**config.mk**
```make
export PLATFORM = sky130hd
export DESIGN_NAME = repl_policy_array
export DESIGN_NICKNAME = d
export VERILOG_FILES = /design/src/rtl/repl_policy_array.sv
export SDC_FILE = /design/constraint.sdc
export NUM_CORES = 1
export LEC_CHECK = 0
export CAP_MARGIN = 40
export CORE_MARGIN = 2
export CORE_UTILIZATION = 52
export CTS_CLUSTER_DIAMETER = 40
export DETAILED_ROUTE_END_ITERATION = 16
export PLACE_DENSITY = 0.77
export SYNTH_ARGS = -nofsm -noshare
export SYNTH_HDL_FRONTEND = slang
export SYNTH_SLANG_ARGS = --single-unit
```
**constraint.sdc**
```tcl
create_clock -name clk -period 5.2 [get_ports clk]
set_clock_uncertainty 0.1 [all_clocks]
set_input_delay 1.56 -clock clk [delete_from_list [all_inputs] [get_ports clk]]
set_output_delay 1.56 -clock clk [all_outputs]
set_load 0.005 [all_outputs]
```
**src/rtl/repl_policy_array.sv**
```systemverilog
`default_nettype none
// +--------------------------------------------------------------------------+
// | Module : repl_policy_array                                               |
// | Brief  : Per-set cache replacement state, tree PLRU or round-robin FIFO  |
// | Rev    : 1.0                                                             |
// +--------------------------------------------------------------------------+
module repl_policy_array #(
    parameter int s_index = 3,
    parameter int s_assoc = 8,
    parameter int s_width = $clog2(s_assoc),
    parameter int MODE    = 0
) (
    input  logic               clk,
    input  logic               rst,
    input  logic               read,
    input  logic [s_index-1:0] rd_index,
    input  logic [s_assoc-1:0] way_valid,
    input  logic               update,
    input  logic               fill,
    input  logic [s_index-1:0] up_index,
    input  logic [s_assoc-1:0] way_hit,
    output logic [s_width-1:0] victim,
    output logic               victim_valid,
    output logic               upd_err
);
    localparam int c_NUM_SETS = 2**s_index;

    logic               w_hit_onehot;
    logic               w_upd_ok;
    logic               w_bypass;
    logic               w_any_invalid;
    logic [s_width-1:0] w_free_way;
    logic [s_width-1:0] w_policy_way;
    logic [s_width-1:0] r_victim;
    logic               r_victim_valid;
    logic               r_upd_err;

    assign w_hit_onehot = ($countones(way_hit) == 1);
    assign w_upd_ok     = update && w_hit_onehot;
    // Read of the set being updated this cycle sees the updated state
    assign w_bypass     = w_upd_ok && (up_index == rd_index);

    always_comb begin
        w_any_invalid = 1'b0;
        w_free_way    = '0;
        for (int i = s_assoc - 1; i >= 0; i--) begin
            if (!way_valid[i]) begin
                w_any_invalid = 1'b1;
                w_free_way    = s_width'(i);
            end
        end
    end

    generate
        if (MODE == 0) begin : g_plru
            logic [s_assoc-1:1] r_tree [c_NUM_SETS];
            logic [s_assoc-1:1] w_tree_next;
            logic [s_assoc-1:1] w_tree_rd;
            logic [s_width-1:0] w_hit_way;
            logic               w_unused_fill;

            // Hits and fills touch the tree identically
            assign w_unused_fill = fill;

            always_comb begin : p_tree_next
                logic [s_width-1:0] w_node;
                logic [s_width-1:0] w_path;
                w_hit_way = '0;
                for (int i = 0; i < s_assoc; i++) begin
                    if (way_hit[i]) w_hit_way = s_width'(i);
                end
                w_tree_next = r_tree[up_index];
                w_node      = s_width'(1);
                w_path      = w_hit_way;
                for (int l = 0; l < s_width; l++) begin
                    w_tree_next[w_node] = ~w_path[s_width-1];
                    w_node = (w_node << 1) | s_width'(w_path[s_width-1]);
                    w_path = w_path << 1;
                end
            end

            always_comb begin : p_tree_walk
                logic [s_width-1:0] w_node;
                logic               w_dir;
                w_tree_rd    = w_bypass ? w_tree_next : r_tree[rd_index];
                w_node       = s_width'(1);
                w_dir        = 1'b0;
                w_policy_way = '0;
                for (int l = 0; l < s_width; l++) begin
                    w_dir        = w_tree_rd[w_node];
                    w_policy_way = (w_policy_way << 1) | s_width'(w_dir);
                    w_node       = (w_node << 1) | s_width'(w_dir);
                end
            end

            always_ff @(posedge clk) begin
                if (rst) begin
                    for (int s = 0; s < c_NUM_SETS; s++) r_tree[s] <= '0;
                end else if (w_upd_ok) begin
                    r_tree[up_index] <= w_tree_next;
                end
            end
        end else begin : g_fifo
            logic [s_width-1:0] r_ptr [c_NUM_SETS];
            logic [s_width-1:0] w_ptr_next;

            assign w_ptr_next   = fill ? r_ptr[up_index] + s_width'(1) : r_ptr[up_index];
            assign w_policy_way = w_bypass ? w_ptr_next : r_ptr[rd_index];

            always_ff @(posedge clk) begin
                if (rst) begin
                    for (int s = 0; s < c_NUM_SETS; s++) r_ptr[s] <= '0;
                end else if (w_upd_ok) begin
                    r_ptr[up_index] <= w_ptr_next;
                end
            end
        end
    endgenerate

    always_ff @(posedge clk) begin
        if (rst) begin
            r_victim       <= '0;
            r_victim_valid <= 1'b0;
            r_upd_err      <= 1'b0;
        end else begin
            r_victim_valid <= read;
            r_upd_err      <= update && !w_hit_onehot;
            if (read) r_victim <= w_any_invalid ? w_free_way : w_policy_way;
        end
    end

    assign victim       = r_victim;
    assign victim_valid = r_victim_valid;
    assign upd_err      = r_upd_err;

endmodule
`default_nettype wire

```
Word-level counts from Yosys, hierarchy flattened
Memory sizes are Yosys's and may differ from the RTL's.
Cells that the tools add are included.

word-level totals
  register bits after elaboration = 5
  memory bits (writable) = 56
  input port bits = 27
  output and inout port bits = 5
  logic and storage cells = 76
  memories kept = 1

memory list
  name           depth  bits a word  rd ports  clocked after Yosys merged registers in  write ports  line  RTL
  g_plru.r_tree  8      7            2         0                                        8            56    logic [s_assoc-1:1] r_tree [c_NUM_SETS];

operators by class
  add/sub/neg operators = 7
  order comparisons = 6
  equal/unequal tests = 2
  mux-type cells = 43
  bitwise logic cells = 7
  reduce and logical (&&, ||, !) cells = 7

operators with widths
  operator                                                                              count
  3-bit two-way mux                                                                     16
  1-bit two-way mux                                                                     20
  7-bit bitwise mux                                                                     2
  7-bit two-way mux                                                                     2
  3-bit by 1-bit bitwise OR with 3-bit output                                           3
  1-bit by 1-bit adder with 2-bit output                                                4
  2-bit by 4-bit < comparator with 1-bit output (second input constant)                 2
  3-bit by 4-bit < comparator with 1-bit output (second input constant)                 2
  7-bit OR reduction                                                                    1
  2-bit by 2-bit adder with 3-bit output                                                2
  1-bit logical AND                                                                     5
  3-bit by 3-bit adder with 4-bit output                                                1
  4-bit by 1-bit equality test with 1-bit output (second input constant)                1
  1-bit binary-select mux with 3-bit select                                             1
  1-bit demux with 3-bit select                                                         1
  3-bit equality test                                                                   1
  3-bit by 1-bit greater-or-equal comparator with 1-bit output (second input constant)  1
  1-bit NOT                                                                             3
  2-bit by 1-bit greater-or-equal comparator with 1-bit output (second input constant)  1
  2-bit by 1-bit bitwise OR with 2-bit output                                           1
  1-bit demux with 1-bit select                                                         1
  1-bit logical NOT                                                                     1

Logic depth before layout (Yosys ltp)
Gate-level depths: netlist of the first run.

  depth in word-level cells = 21
  depth in mapped cells = 15
  depth with buffers taken out = 15

Least setup slack after synthesis of the first run
Ideal clock, no wire load.

  path type = input port to flip-flop
  start point = in way_hit[0]
  end point = reg r_victim[2] (netlist: victim[2])
  setup time = 70 ps
  data arrival time = 5197 ps
  required time = 5030 ps
  setup slack = -167 ps
  stages on the path = 15
  cells stage by stage = inv_1 > fa_1 > fa_1 > fa_1 > inv_1 > ha_1 > inv_1 > fa_1 > a211oi_1 > mux2i_1 > nor3_1 > mux2i_1 > nor2_1 > or3b_1 > a21oi_1

between the ends
  longest elaborated chain between the ends = 10

ends and longest elaborated chain
  element                                                       line  RTL
  from (decl)                                                   21    input logic [s_assoc-1:0] way_hit,
  1-bit by 1-bit adder with 2-bit output (implied by the code)  38    assign w_hit_onehot = ($countones(way_hit) == 1);
  2-bit by 2-bit adder with 3-bit output (implied by the code)  38
  3-bit by 3-bit adder with 4-bit output (implied by the code)  38
  4-bit by 1-bit equality test with 1-bit output                38
  1-bit logical AND                                             39    assign w_upd_ok = update && w_hit_onehot;
  1-bit logical AND                                             41    assign w_bypass = w_upd_ok && (up_index == rd_index);
  7-bit two-way mux                                             85    w_tree_rd = w_bypass ? w_tree_next : r_tree[rd_index];
  2-bit by 1-bit bitwise OR with 2-bit output                   91    w_policy_way = (w_policy_way << 1) | s_width'(w_dir);
  3-bit by 1-bit bitwise OR with 3-bit output                   91
  3-bit two-way mux                                             128   if (read) r_victim <= w_any_invalid ? w_free_way : w_policy_way;
  to (signal assigned)                                          128
  to (decl)                                                     34    logic [s_width-1:0] r_victim;

Every way passes these cells.
A chain may end at the register's enable or synchronous reset.

Final worst setup path of the first run
  start point = in way_hit[1]
  end point = reg r_victim[2] (netlist: victim[2])

between the ends
  longest elaborated chain between the ends = 13
  elaborated cells on any way between the ends = 19

ends and longest elaborated chain
  element                                                                         line
  branches (longest 9 deep; another with 3-bit by 3-bit adder with 4-bit output)  --
  7-bit two-way mux *                                                             85
  2-bit by 1-bit bitwise OR with 2-bit output *                                   91
  3-bit by 1-bit bitwise OR with 3-bit output *                                   91
  3-bit two-way mux *                                                             128

Every way passes the cells marked *.

==> metrics.md, run 1 <==
| Metric | Value |
|---|---|
| Status | `finished clean` |
| CP max-delay cell | `fa_1` |
| Switching power | `327 uW` |
| HPWL Detailed | `6460 microns` |
| Yosys cell types | `47` |
| LEAKAGE | `0.00163 uW` |
| Post-detailed-route via-to-cell ratio | `5.89` |
| First-pass GRT wire length | `13600 microns` |
| Largest net degree at the start of global routing | `17` |
| Syn nets | `317` |
| Final Hold Fails | `0` |
| Clk pwr share | `0.316` |
| Hold Path Class | `flip-flop to flip-flop` |
| Tcrit/Tclk final | `0.978` |
| Drt initial violations | `271` |
| Tmin final | `5.08 ns` |
| Reg clk slew, reported paths | `0.08 ns` |
| Remaining DRCs | `0` |
| Util after Layout | `0.651` |
| GRT overflow | `0` |
| Syn avg cell area | `12.5 sq um` |
| Delay-heaviest family, CP | `adder cells` |
| Crit-path most repeated cell | `fa_1` |
| Max clock buf depth | `2` |
| Hold Crit Depth | `2` |
| Comb pwr share | `0.202` |
| TritonCTS Buffers | `9` |
| Overall routing resource usage | `0.244` |
| ANT cells | `0` |
| Port bufs | `30` |
| Worst Setup Start Kind | `input pin` |
| Die Y-Extent | `86.6 microns` |
| Die Area | `7490 sq um` |
| Critical Path Max Stage Delay | `0.52 ns` |
| Vias in the first global route | `2660` |
| Reg2reg start | `g_plru.r_tree[5][0]` |
| Core Area | `6680 sq um` |
| Pwr/cell area | `270 nW/um^2` |
| Req. time, crit path | `5.38 ns` |
| Synth Register Bits | `61` |
| Hold-fix buffers, CTS | `0` |
| CTS Sinks | `61` |
| Setup crit end kind | `flip-flop` |
| Vias post-DR | `2579` |
| # IOs | `32` |
| Slew HR | `0.503` |
| Post-synth EDFFs | `56` |
| P&R area growth vs syn | `22.8%` |
| H-tree depth | `3` |
| CTS tree | `done` |
| Internal power | `849 uW` |
| Starting Density | `0.531` |
| Max cap viols | `0` |
| Initial antenna violation count | `0` |
| Worst R2R End | `victim[0]` |
| Syn Std Cell Area | `3540 sq um` |
| Synth Instances | `283` |
| Core Rows | `30` |
| Worst hold slack | `0.385 ns` |
| Buf+Inv Stages, Crit Path | `4` |
| Root buf cell | `clkbuf_8` |
| Final setup vio count | `0` |
| R2r setup slk | `2.71 ns` |
| Share of layout cells above drive strength 1 | `0.299` |
| Fmax | `0.197 GHz` |
| Crit-path cells | `clkdlybuf4s15_1 > inv_2 > fa_1 > fa_1 > fa_1 > inv_1 > ha_2 > inv_2 > fa_2 > a211oi_2 > mux2i_2 > nor3_2 > mux2i_1 > nor2_1 > or3b_1 > a21oi_2` |
| WS Path Type | `input pin to flip-flop` |
| Hold_sp | `victim[2]` |
| WL/cell | `18.9 microns` |
| Share of synthesized flip-flops with an asynchronous set or reset | `0` |
| Nets@finish | `387` |
| Register area share after synthesis | `0.503` |
| Worst vdd ir | `126 uV` |
| Placer Congestion | `0.884` |
| Crit-path max FO | `2` |
| Pins Over Slew Limit | `0` |
| Worst reg-to-reg path cell count | `7` |
| Switching portion of total power | `0.278` |
| Post-Route WL | `8270 microns` |
| Crit path from | `way_hit[1]` |
| Clock Latency Late Sink | `0.35 ns` |
| Drt pass-1 iters | `7` |
| Seq pwr share | `0.483` |
| Pwr Total | `1180 uW` |
| Routed Antenna Nets | `0` |
| Levels on crit path | `16` |
| Die Span X | `86.6 microns` |
| CP Data Arrival Time | `5.26 ns` |
| Most common flop cell mapped by yosys | `edfxtp_1` |
| Min-Delay Endpoint | `victim[2]` |
| Measured slew at the worst slew-check pin | `0.743 ns` |
| Ys Warns | `0` |
worst reg2reg max path: stages (launching register included):
cell	delay (ns)
edfxtp_1	0.40
mux4_2	0.49
mux2i_1	0.23
mux2i_1	0.52
nor2b_1	0.10
a211oi_1	0.22
a211oi_1	0.09
o211a_1	0.25
power groups by stage:
stage	combinational, uW	clock (uW)	sequential (uW)
2_1_floorplan	137	0	572
3_3_place_gp	215	0	576
3_5_place_dp	221	0	578
4_1_cts	228	379	567
5_1_grt	260	404	569
6_report	237	372	568
layout make-up:
cell class | count | area [sq um]
Sequential cell | 61 | 1780
Tap cell | 80 | 100
Clock buffer | 9 | 124
Clock inverter | 7 | 48.8
Fill cell | 510 | 2330
Timing Repair Buffer | 71 | 598
Multi-Input combinational cell | 195 | 1640
Inverter | 15 | 56.3
how the worst max path moves through the flow:
| stage | end | slack, ns |
|---|---|---|
| floorplan | victim[2] | 0.03 |
| global placement | g_plru.r_tree[1][3] | -0.55 |
| detailed placement | g_plru.r_tree[1][4] | -0.64 |
| CTS | victim[2] | 0.03 |
| global route | victim[2] | -0.03 |
| finish | victim[2] | 0.12 |
cell usage in the layout (no fill, tap or decap), drive strengths merged, types with 5 or more instances in the layout:
| master | Yosys | layout |
|---|---|---|
| mux2i | 15 | 15 |
| nand2b | 11 | 11 |
| dfxtp | 5 | 5 |
| inv | 15 | 17 |
| edfxtp | 56 | 56 |
| o21ai | 6 | 6 |
| clkbuf | 2 | 10 |
| a21oi | 5 | 5 |
| buf | 10 | 42 |
| mux2 | 6 | 6 |
| clkdlybuf4s50 | 0 | 27 |
| nor2 | 63 | 63 |
| nand2 | 21 | 21 |
| mux4 | 24 | 24 |
per-stage QoR:
| stage | setup slack [ns] | cell area, sq um | instances | setup TNS [ns] |
|---|---|---|---|---|
| after floorplan | 0.0297 | 3550 | 283 | 0 |
| after global placement | -0.548 | 4150 | 419 | -52.35 |
| after detailed placement | -0.642 | 4150 | 419 | -64.24 |
| after CTS | 0.0285 | 4340 | 436 | 0 |
| after global routing | -0.0267 | 4350 | 438 | -0.0377 |
| final | 0.116 | 4350 | 438 | 0 |
kinds of logic after synthesis:
kind of cell | Yosys count | synth area share
compound gates | 24 | 0.0512
xor+xnor | 3 | 0.00741
fa+ha+maj | 7 | 0.0332
buf+inv | 27 | 0.0409
flops | 61 | 0.503
mux | 45 | 0.214
simple gates | 116 | 0.151
cells in the mapped netlist, types with 4 or more instances:
cell type,n,area share
a21oi_1,5,0.0071
buf_4,4,0.0085
dfxtp_1,5,0.028
edfxtp_1,56,0.47
fa_1,4,0.023
inv_1,15,0.016
mux2_2,4,0.013
mux2i_1,15,0.042
mux4_2,24,0.15
nand2_1,20,0.021
nand2b_1,11,0.019
nand4_1,4,0.0071
nor2_1,63,0.067
nor2b_1,4,0.0071
routing by layer:
metal  global-route usage  vias up  part of all wire
li1                     -     1186                 -
met1                0.300     1302              0.40
met2                0.423       75              0.53
met3               0.0581       16             0.053
met4               0.0838        0             0.019
met5                    0        -                 0
registers in the layout, summed over array words and instances, names as in the netlist:
| name | count |
|---|---|
| g_plru.r_tree | 56 |
| upd_err | 1 |
| victim_valid | 1 |
| victim | 3 |
what timing repair did:
item | 4_1_cts | 5_1_grt
endpoints found under the setup margin | 115 | 92
endpoints found under the hold margin | 0 | 0
resized for setup | 16 | 5
pin swaps | 9 | 9
buffers inserted | 1 | 2
Note: power is estimated with default switching activity, not from simulation.
==> inputs of run 2 (changes only) <==
--- a/config.mk
+++ b/config.mk
@@ -6,7 +6,7 @@
 export NUM_CORES = 1
 export LEC_CHECK = 0
 export CAP_MARGIN = 40
-export CORE_MARGIN = 2
+export CORE_MARGIN = 3
 export CORE_UTILIZATION = 52
 export CTS_CLUSTER_DIAMETER = 40
 export DETAILED_ROUTE_END_ITERATION = 16
==> metrics.md, run 2 (same netlist as run 1, synthesis figures left out) <==
| Metric | Value |
|---|---|
| Port bufs | `30 (unchanged)` |
| Buf+Inv Stages, Crit Path | `4 (unchanged)` |
| WS Path Type | `input pin to flip-flop` |
| Pwr/cell area | `271 nW/um^2 (+0.39%)` |
| Worst Setup Start Kind | `input pin` |
| Slew HR | `0.520 (+0.0166)` |
| Most flops, register | `g_plru.r_tree` |
| Core Rows | `29 (-3.3%)` |
| Crit-path most repeated cell | `fa_1` |
| Pwr Total | `1180 uW (+0.22%)` |
| Tcrit/Tclk final | `0.972 (-0.00605)` |
| H-tree depth | `3 (unchanged)` |
| CP max-delay cell | `fa_1` |
| Largest register FFs | `56 (unchanged)` |
| Hold Path Class | `flip-flop to flip-flop` |
| Commonest non-fill, non-tap cell in the layout | `nor2_1` |
| WL/cell | `19.1 microns (+0.92%)` |
| Pre-CTS WS | `-0.648 ns (-0.00554 ns)` |
| Placed Area | `4140 sq um (about the same)` |
| Overall routing resource usage | `0.233 (-0.0114)` |
| Drt initial violations | `236 (-13%)` |
| Delay-heaviest family, CP | `adder cells` |
| Fillers | `504 (-1.2%)` |
| CP Data Arrival Time | `5.22 ns (-0.04 ns)` |
| Max clock buf depth | `2 (unchanged)` |
| Placer Congestion | `0.896 (+1.3%)` |
| Post-detailed-route via-to-cell ratio | `5.79 (-1.6%)` |
| Vias in the first global route | `2614 (-1.7%)` |
| Pins Over Slew Limit | `0 (unchanged)` |
| Crit-path cells | `clkdlybuf4s15_1 > inv_2 > fa_1 > fa_1 > fa_1 > inv_1 > ha_2 > inv_2 > fa_2 > a211oi_2 > mux2i_2 > nor3_2 > mux2i_2 > nor2_1 > or3b_1 > a21oi_1` |
| Die Y-Extent | `88.6 microns (+2.3%)` |
| Reg clk slew, reported paths | `0.07 ns (about the same)` |
| Status | `finished clean` |
| ANT cells | `0 (unchanged)` |
| Commonest cells after routing, fill and taps aside | `62 x nor2_1, 56 x edfxtp_1, 40 x buf_4` |
| CTS Sinks | `61 (unchanged)` |
| Setup crit end kind | `flip-flop` |
| Final setup TNS | `0 ns (unchanged)` |
| HPWL Detailed | `6530 microns (+0.99%)` |
| Die Area | `7840 sq um (+4.7%)` |
| Routed Antenna Nets | `0 (unchanged)` |
| Remaining DRCs | `0 (unchanged)` |
| Drt pass-1 iters | `4 (-3)` |
| Root buf cell | `clkbuf_8` |
| Tmin final | `5.05 ns (-0.0314 ns)` |
| Final Hold Fails | `0 (unchanged)` |
| Starting Density | `0.546 (+0.0152)` |
| RSZ-0062 raised after global routing | `no` |
| Die Span X | `88.6 microns (+2.3%)` |
| Measured slew at the worst slew-check pin | `0.718 ns (-0.0249 ns)` |
| Fin area | `4350 sq um (-0.17%)` |
| Share of layout cells above drive strength 1 | `0.289 (-0.0104)` |
| Final setup vio count | `0 (unchanged)` |
| Nets@finish | `386 (-0.26%)` |
| Initial antenna violation count | `0 (unchanged)` |
| Crit-path max FO | `2 (unchanged)` |
| Post-Route WL | `8270 microns (unchanged)` |
| Largest net degree at the start of global routing | `17 (unchanged)` |
| Clock Latency Late Sink | `0.34 ns (about the same)` |
| CTS tree | `done` |
| Max cap viols | `0 (unchanged)` |
| # IOs | `32 (unchanged)` |
| GRT overflow | `0 (unchanged)` |
| LEAKAGE | `0.00163 uW (about the same)` |
| Util after Layout | `0.669 (+0.0175)` |
| Fmax | `0.198 GHz (+0.62%)` |
| TritonCTS Buffers | `9 (unchanged)` |
| Req. time, crit path | `5.37 ns (about the same)` |
| Vias post-DR | `2515 (-2.5%)` |
| P&R area growth vs syn | `22.6%` |
| First-pass GRT wire length | `13100 microns (-3.3%)` |
| Final WS setup | `0.147 ns (+0.0314 ns)` |
| Hold-fix buffers, CTS | `0 (unchanged)` |
| Core Area | `6490 sq um (-2.8%)` |
| Worst vdd ir | `166 uV (+32%)` |
| Critical Path Max Stage Delay | `0.52 ns (about the same)` |
[run 2: repair_timing]
| item | in CTS | in global routing |
|---|---|---|
| setup buffers | 2 | 0 |
| endpoints found under the setup margin | 115 | 81 |
| gates resized for setup | 15 | 3 |
| pin swaps | 9 | 6 |
[run 2: tightest hold or removal path, stage by stage (launching register included)]
cell      delay (ns)
dfxtp_1         0.31
nand2b_1        0.06
a21oi_1         0.06
[run 2: through the flow]
step	hold WS, ns	cells
5_1_grt	0.405	434
3_5_place_dp	0.364	416
2_1_floorplan	0.361	283
3_3_place_gp	0.357	416
6_report	0.372	434
4_1_cts	0.378	434
[run 2: area by class of cell]
| cell class | instances | area, sq um | share of cell area |
|---|---|---|---|
| clock buffers | 9 | 124 | 0.0285 |
| repair buffers | 70 | 596 | 0.137 |
| multi-input cells | 195 | 1640 | 0.378 |
| flip-flops and latches | 61 | 1780 | 0.410 |
| clock inverters | 7 | 48.8 | 0.0112 |
| well taps | 77 | 96.3 | 0.0222 |
| inverters | 15 | 56.3 | 0.0130 |
[run 2: path summary, 6_finish.rpt]
check | start | end | slack (ns) | depth (start not counted)
worst min register to register | victim[2] | victim[2] | 0.37 | 2
worst max register to register | g_plru.r_tree[7][0] | victim[0] | 2.66 | 7
worst min-delay path | victim[2] | victim[2] | 0.37 | 2
worst max-delay path | way_hit[1] | victim[2] | 0.15 | 16
[run 2: power breakdown]
part	leakage [uW]	internal, uW	switching [uW]
Combinational	0.000925	120	117
Clock	0.0000898	174	200
Sequential	0.000612	556	12.0
Total	0.00163	850	329
[run 2: routing by layer]
layer / up-vias / wire (microns) / GRT usage
li1: 1191 / - / -
met1: 1215 / 3210 / 0.281
met2: 98 / 4370 / 0.410
met3: 11 / 532 / 0.0484
met4: 0 / 162 / 0.0879
met5: - / 0 / 0
==> inputs of run 3 (changes only) <==
--- a/config.mk
+++ b/config.mk
@@ -9,8 +9,10 @@
 export CORE_MARGIN = 3
 export CORE_UTILIZATION = 52
 export CTS_CLUSTER_DIAMETER = 40
+export CTS_CLUSTER_SIZE = 12
 export DETAILED_ROUTE_END_ITERATION = 16
 export PLACE_DENSITY = 0.77
+export SKIP_LAST_GASP = 1
 export SYNTH_ARGS = -nofsm -noshare
 export SYNTH_HDL_FRONTEND = slang
 export SYNTH_SLANG_ARGS = --single-unit
==> results of run 3 <==
The final DEF is identical to that of run 2; final timing and power are the same.
